**src/rtl/sipo_receiver.sv**
```systemverilog
`default_nettype none
// +----------------------------------------------------------------------------+
// | sipo_receiver: strobed serial-to-parallel word receiver, valid/ready output |
// | Rev 1.0                                                                     |
// +----------------------------------------------------------------------------+
module sipo_receiver #(
  parameter int WIDTH = 8
) (
  input  logic             clk,
  input  logic             rst_n,
  input  logic             sin_i,
  input  logic             sin_valid_i,
  input  logic             sin_start_i,
  input  logic             dir_i,
  output logic [WIDTH-1:0] dout_o,
  output logic             dout_valid_o,
  input  logic             dout_ready_i,
  output logic             busy_o,
  output logic             framing_err_o,
  output logic             overrun_o
);

  localparam int              c_CNT_W = $clog2(WIDTH + 1);
  localparam logic [c_CNT_W-1:0] c_LAST = c_CNT_W'(WIDTH - 1);
  localparam logic [c_CNT_W-1:0] c_ONE  = c_CNT_W'(1);

  typedef enum logic [0:0] {
    IDLE  = 1'b0,
    SHIFT = 1'b1
  } state_e;

  state_e               state_q, state_d;
  logic [WIDTH-1:0]     sr_q, sr_d;
  logic [WIDTH-1:0]     dout_q, dout_d;
  logic [c_CNT_W-1:0]   cnt_q, cnt_d;
  logic                 dir_q, dir_d;
  logic                 dout_valid_q, dout_valid_d;
  logic                 framing_err_q, framing_err_d;
  logic                 overrun_q, overrun_d;

  logic                 w_accept;
  logic                 w_dir;
  logic                 w_load;
  logic [WIDTH-1:0]     w_shifted;

  // A start bit is taken in any state; plain bits only extend a word in progress.
  assign w_accept  = sin_valid_i && (sin_start_i || (state_q == SHIFT));
  assign w_dir     = sin_start_i ? dir_i : dir_q;
  assign w_load    = !dout_valid_q || dout_ready_i;
  assign w_shifted = w_dir ? {sin_i, sr_q[WIDTH-1:1]} : {sr_q[WIDTH-2:0], sin_i};

  always_comb begin
    state_d       = state_q;
    sr_d          = sr_q;
    cnt_d         = cnt_q;
    dir_d         = dir_q;
    dout_d        = dout_q;
    dout_valid_d  = dout_valid_q;
    framing_err_d = 1'b0;
    overrun_d     = 1'b0;

    if (dout_valid_q && dout_ready_i) begin
      dout_valid_d = 1'b0;
    end

    if (w_accept) begin
      sr_d = w_shifted;
      if (sin_start_i) begin
        dir_d         = dir_i;
        cnt_d         = c_ONE;
        state_d       = SHIFT;
        framing_err_d = (state_q == SHIFT);
      end else if (cnt_q == c_LAST) begin
        state_d = IDLE;
        cnt_d   = '0;
        if (w_load) begin
          dout_d       = w_shifted;
          dout_valid_d = 1'b1;
        end else begin
          overrun_d = 1'b1;
        end
      end else begin
        cnt_d = cnt_q + c_ONE;
      end
    end
  end

  always_ff @(posedge clk or negedge rst_n) begin
    if (!rst_n) begin
      state_q       <= IDLE;
      sr_q          <= '0;
      cnt_q         <= '0;
      dir_q         <= 1'b0;
      dout_q        <= '0;
      dout_valid_q  <= 1'b0;
      framing_err_q <= 1'b0;
      overrun_q     <= 1'b0;
    end else begin
      state_q       <= state_d;
      sr_q          <= sr_d;
      cnt_q         <= cnt_d;
      dir_q         <= dir_d;
      dout_q        <= dout_d;
      dout_valid_q  <= dout_valid_d;
      framing_err_q <= framing_err_d;
      overrun_q     <= overrun_d;
    end
  end

  assign dout_o        = dout_q;
  assign dout_valid_o  = dout_valid_q;
  assign busy_o        = (state_q == SHIFT);
  assign framing_err_o = framing_err_q;
  assign overrun_o     = overrun_q;

endmodule
`default_nettype wire

```
**config.mk**
```make
export PLATFORM = sky130hd
export DESIGN_NAME = sipo_receiver
export DESIGN_NICKNAME = d
export VERILOG_FILES = /design/src/rtl/sipo_receiver.sv
export SDC_FILE = /design/constraint.sdc
export NUM_CORES = 1
export LEC_CHECK = 0
export ABC_CLOCK_PERIOD_IN_PS = 2200
export BUFFER_PORTS_ARGS = -buffer_cell sky130_fd_sc_hd__buf_2
export CORE_AREA = 2 2 54 56
export DETAILED_ROUTE_END_ITERATION = 6
export DIE_AREA = 0 0 56 58
export GPL_TIMING_DRIVEN = 0
export PLACE_DENSITY = 0.67
export SYNTH_ARGS = -nofsm -noshare
export SYNTH_HDL_FRONTEND = slang
export SYNTH_SLANG_ARGS = --single-unit
```
**constraint.sdc**
```tcl
create_clock -name clk -period 2.2 [get_ports clk]
set_input_delay 0.22 -clock clk [delete_from_list [all_inputs] [get_ports clk]]
set_output_delay 0.22 -clock clk [all_outputs]
set_load 0.02 [all_outputs]
```
**After elaboration in Yosys (flattened, before gate mapping)**

Index checks and enable logic that the tools add are counted.
Widths: inputs -> output; s select.

- Bitwise logic cells: 1
- Mux-type cells: 17
- Add/subtract/negate cells: 1
- Reductions and logical operators: 8
- Eq/ne operators: 1

Operator list:

| kind | number |
|---|---|
| $mux 1 | 14 |
| $mux 4 | 2 |
| $mux 8 | 1 |
| $add 4x1->4 const B | 1 |
| $eq 4x3->1 const B | 1 |
| $reduce_and 4->1 | 1 |
| $logic_and 1x1->1 | 2 |
| $logic_or 1x1->1 | 2 |
| $reduce_and 2->1 | 1 |
| $reduce_bool 2->1 | 1 |
| $logic_not 1->1 | 1 |
| $not 1->1 | 1 |

- Register bits: 25
- Output and inout port bits: 12
- Input port bits: 7

**Depth between registers and ports, before layout**

- Word-level depth: 6
- Gate-level depth with buffers: 5
- Gate-level depth less buffers: 4

**Worst setup path after synthesis**

Ideal clock, no wire load.

- Path type: flip-flop to flip-flop
- Start: reg state_q, in the netlist busy_o
- End: reg dout_q[0], in the netlist dout_o[0]
- Setup slack: 0.788 ns
- Arrival: 1.333 ns
- Stages on the path, launching flop included: 6
- Required time: 2.121 ns
- Setup time: 0.079 ns
- Clock period less this slack: 1.412 ns
- Cell sequence: dfrtp_1 -> buf_2 -> nand2_1 -> nor4b_2 -> buf_6 -> mux2i_1

- Longest elaborated chain between the ends: 3

RTL lines:

| element | line | source |
|---|---|---|
| from (decl) | 32 | `state_e state_q, state_d;` |
| from (signal assigned) | 99 | `state_q <= state_d;` |
| $logic_or 1x1->1 | 47 | `assign w_accept = sin_valid_i && (sin_start_i \|\| (state_q == SHIFT));` |
| $logic_and 1x1->1 | 47 |  |
| $reduce_and 4->1 (no line) | - |  |
| to (signal assigned) | 103 | `dout_q <= dout_d;` |
| to (decl) | 34 | `logic [WIDTH-1:0] dout_q, dout_d;` |

No other way between the ends.
A chain may end at the register's enable or synchronous reset.

**Final worst setup path**

- Start: reg cnt_q[0]
- End: reg dout_q[4], in the netlist dout_o[4]

- Longest elaborated chain between the ends: 2

RTL lines:

| element | line | source |
|---|---|---|
| from (decl) | 35 | `logic [c_CNT_W-1:0] cnt_q, cnt_d;` |
| from (signal assigned) | 101 | `cnt_q <= cnt_d;` |
| $eq 4x3->1 | 73 | `end else if (cnt_q == c_LAST) begin` |
| $reduce_and 4->1 (no line) | - |  |

No other way between the ends.

==> impl_metrics.json <==
{
  "status": "finished, final reports clean",
  "crit_path_start_kind": "flop",
  "syn2layout_area_growth_pct": 13.83,
  "synth_nets": 113,
  "max-slew-margin-rel": 0.6317,
  "drtIter0Drc": 5,
  "clock_sink_count": 25,
  "slowest_delay_ns": 0.43,
  "r2r_end": "dout_o[4]",
  "hold_class": "in -> reg",
  "leakage_uw": 0.0006673,
  "fin_util": 0.4991,
  "dieArea_um2": 3248,
  "fin_crit_ns": 1.566,
  "initial_core_util": 0.4384,
  "async_reset_ff_frac": 1.000,
  "cts_tree": "done",
  "cp_max_fo": 8,
  "remaining_drc_errors": 0,
  "synth-edff-count": 0,
  "grt_pass1_wl_um": 3746,
  "min_path_cells": 3,
  "cts_made_buffers": 3,
  "crit_chain": "ha_1 -> nand3b_4 -> nor4b_2 -> buf_6 -> mux2i_1",
  "detail-route-antenna-nets": 0,
  "vias": 815,
  "worst_r2r_path_depth": 5,
  "pwr-share-clk": 0.163,
  "fp.dieH_um": 58,
  "seqPwrFrac": 0.534,
  "hp-start": "dout_ready_i",
  "num_antenna_cells": 0,
  "clock_latency_ns": 0.31,
  "max_freq_mhz": 638.7,
  "cts_setup_buffers": 0,
  "layout_commonest_cell": "dfrtp_1",
  "antenna_found_initial": 0,
  "synth_top_cell_by_area": "dfrtp_1",
  "critPathKind": "reg -> reg",
  "required_ns": 2.44,
  "rsz0062_at_grt": "false",
  "r2r_slack_ns": 0.63,
  "layout.cells.non_filler": 158,
  "worst_path_max_delay_cell": "dfrtp_1",
  "dp.cells": 153,
  "drt-total-wl_um": 2032,
  "first_pass_iters": 4,
  "min_to": "overrun_o",
  "clk_pin_slew_ns": 0.13,
  "skew_ns": 0.005483,
  "endpoint_kind": "flop",
  "r2r_start": "cnt_q[0]",
  "cts_resized": 0,
  "track_usage": 0.1451,
  "pin_count": 19,
  "final_nets": 136,
  "grt_pass1_vias": 868,
  "htreeDepth": 1,
  "fillers": 270,
  "grt_overflow": 0,
  "drv_slew": 0,
  "drive_gt1_frac": 0.2362,
  "p_comb_frac": 0.303,
  "grt_max_degree": 26,
  "synth-seq-area-share": 0.5359,
  "core-area_um2": 2663,
  "synthDistinctLibCells": 28,
  "rows": 19,
  "io_buffers": 17,
  "timing.hold.ws_ns": 0.1834,
  "final_cell_mix": "25 x dfrtp_1, 20 x buf_2, 16 x nand2_1, 16 x mux2i_1, 12 x inv_1",
  "maxCapViolations": 0,
  "min_period_over_period": 0.7117,
  "postSynthAreaPerCell_um2": 11.12,
  "die_w_um": 56,
  "internal_power_uw": 803.9,
  "finalSetupTns_ns": 0,
  "ys_seq_elements": 25,
  "hpwl_um": 1464,
  "finalHoldViolations": 0,
  "peakVddDrop_mv": 0.5298,
  "setup_violations": 0,
  "yosys_warnings": 0,
  "place_area_um2": 1291,
  "power.net_switching_uw": 444.6,
  "swShare": 0.3561,
  "syn_area_um2": 1167,
  "globalplace.congestion": 0.8042,
  "crit_buf_inv": 1,
  "crit_family": "flip-flops",
  "vias_per_cell": 5.158,
  "cts_root_buf": "clkbuf_4",
  "synth.top_cell.area_share": 0.5359,
  "wire_per_inst_um": 12.86,
  "synth_cells": 105,
  "clk_path_buf_depth": 2,
  "fin_area_um2": 1329,
  "synth-main-ff-cell": "dfrtp_1",
  "synth_area_leaders": "dfrtp_1 54%, mux2i_1 14%, nand2_1 5.1%",
  "power.density_nw_per_um2": 939.6,
  "critical_path_arrival_ns": 1.81,
  "worst_slew_pin_slew_ns": 0.5524
}
-- flip-flops by register name (all words and copies together), names as in the netlist --
signal and cells:
framing_err_o 1, busy_o 1, overrun_o 1, dout_valid_o 1, cnt_q 4, dir_q 1, dout_o 8, sr_q 8
-- kinds of logic after synthesis --
| group | Yosys count | share of synthesized area |
|---|---|---|
| compound gates | 18 | 0.09754 |
| flops | 25 | 0.5359 |
| buf+inv | 17 | 0.06752 |
| fa+ha+maj | 1 | 0.01072 |
| mux | 17 | 0.1565 |
| simple gates | 27 | 0.1318 |
-- what timing repair did --
item | 4_1_cts | 5_1_grt
hold buffers | 1 | 0
hold endpoints to repair | 25 | 0
endpoints found under the setup margin | 0 | 0
-- cell usage after synthesis (2+ instances only) --
library cell  count
inv_1            12
dfrtp_1          25
mux2i_1          16
nand2_1          16
o21ai_0           3
o21ai_1           8
nand3_1           2
buf_2             3
-- routing by layer --
metal  global-route usage  routed length [µm]  vias to the layer above  share of wire
met3              0.03125                 102                        2          0.050
met5                    0                   0                        -              0
met4              0.05102                  14                        0         0.0069
met2               0.2504                 988                       22           0.49
met1               0.1817                 927                      394           0.46
li1                     -                   -                      397              -
-- power groups by stage --
stage	clock network (µW)	logic, µW	registers, µW
2_1_floorplan	0	208	728
3_3_place_gp	0	371	672
3_5_place_dp	0	383	677
4_1_cts	213	385	668
5_1_grt	231	426	687
6_report	204	378	667
-- worst reg2reg max path: cells and delay by family (launching register included) --
family | cells | cell delay, ns
AND/OR/NAND/NOR | 2 | 0.41
adder cells (fa/ha/maj) | 1 | 0.26
multiplexers | 1 | 0.20
buffers and inverters | 1 | 0.20
flip-flops | 1 | 0.43
-- metrics by stage --
step,worst slack [ns],power [µW]
5_1_grt,0.5306,1343
4_1_cts,0.6241,1267
6_report,0.6343,1248
3_3_place_gp,0.7096,1042
3_5_place_dp,0.6578,1060
2_1_floorplan,0.7880,935.1
-- worst max-delay path by stage --
| stage | from | cells after the start | end |
|---|---|---|---|
| after detailed placement | cnt_q[0] | 5 | dout_o[4] |
| after CTS | cnt_q[0] | 5 | dout_o[5] |
| after global routing | cnt_q[0] | 5 | dout_o[4] |
| final | cnt_q[0] | 5 | dout_o[4] |
| after floorplan | busy_o | 5 | dout_o[0] |
| after global placement | cnt_q[0] | 5 | dout_o[5] |
-- cell type report --
cell class | instances | area [µm²] | share of cell area
Sequential cell | 25 | 625.6 | 0.4708
Multi-Input combinational cell | 63 | 462.9 | 0.3484
Timing Repair Buffer | 18 | 95.09 | 0.07156
Inverter | 12 | 45.04 | 0.03390
Tap cell | 31 | 38.79 | 0.02919
Buffer | 5 | 33.78 | 0.02542
Clock buffer | 3 | 22.52 | 0.01695
Clock inverter | 1 | 5.005 | 0.003766
Power figures use the tool's default switching activity.
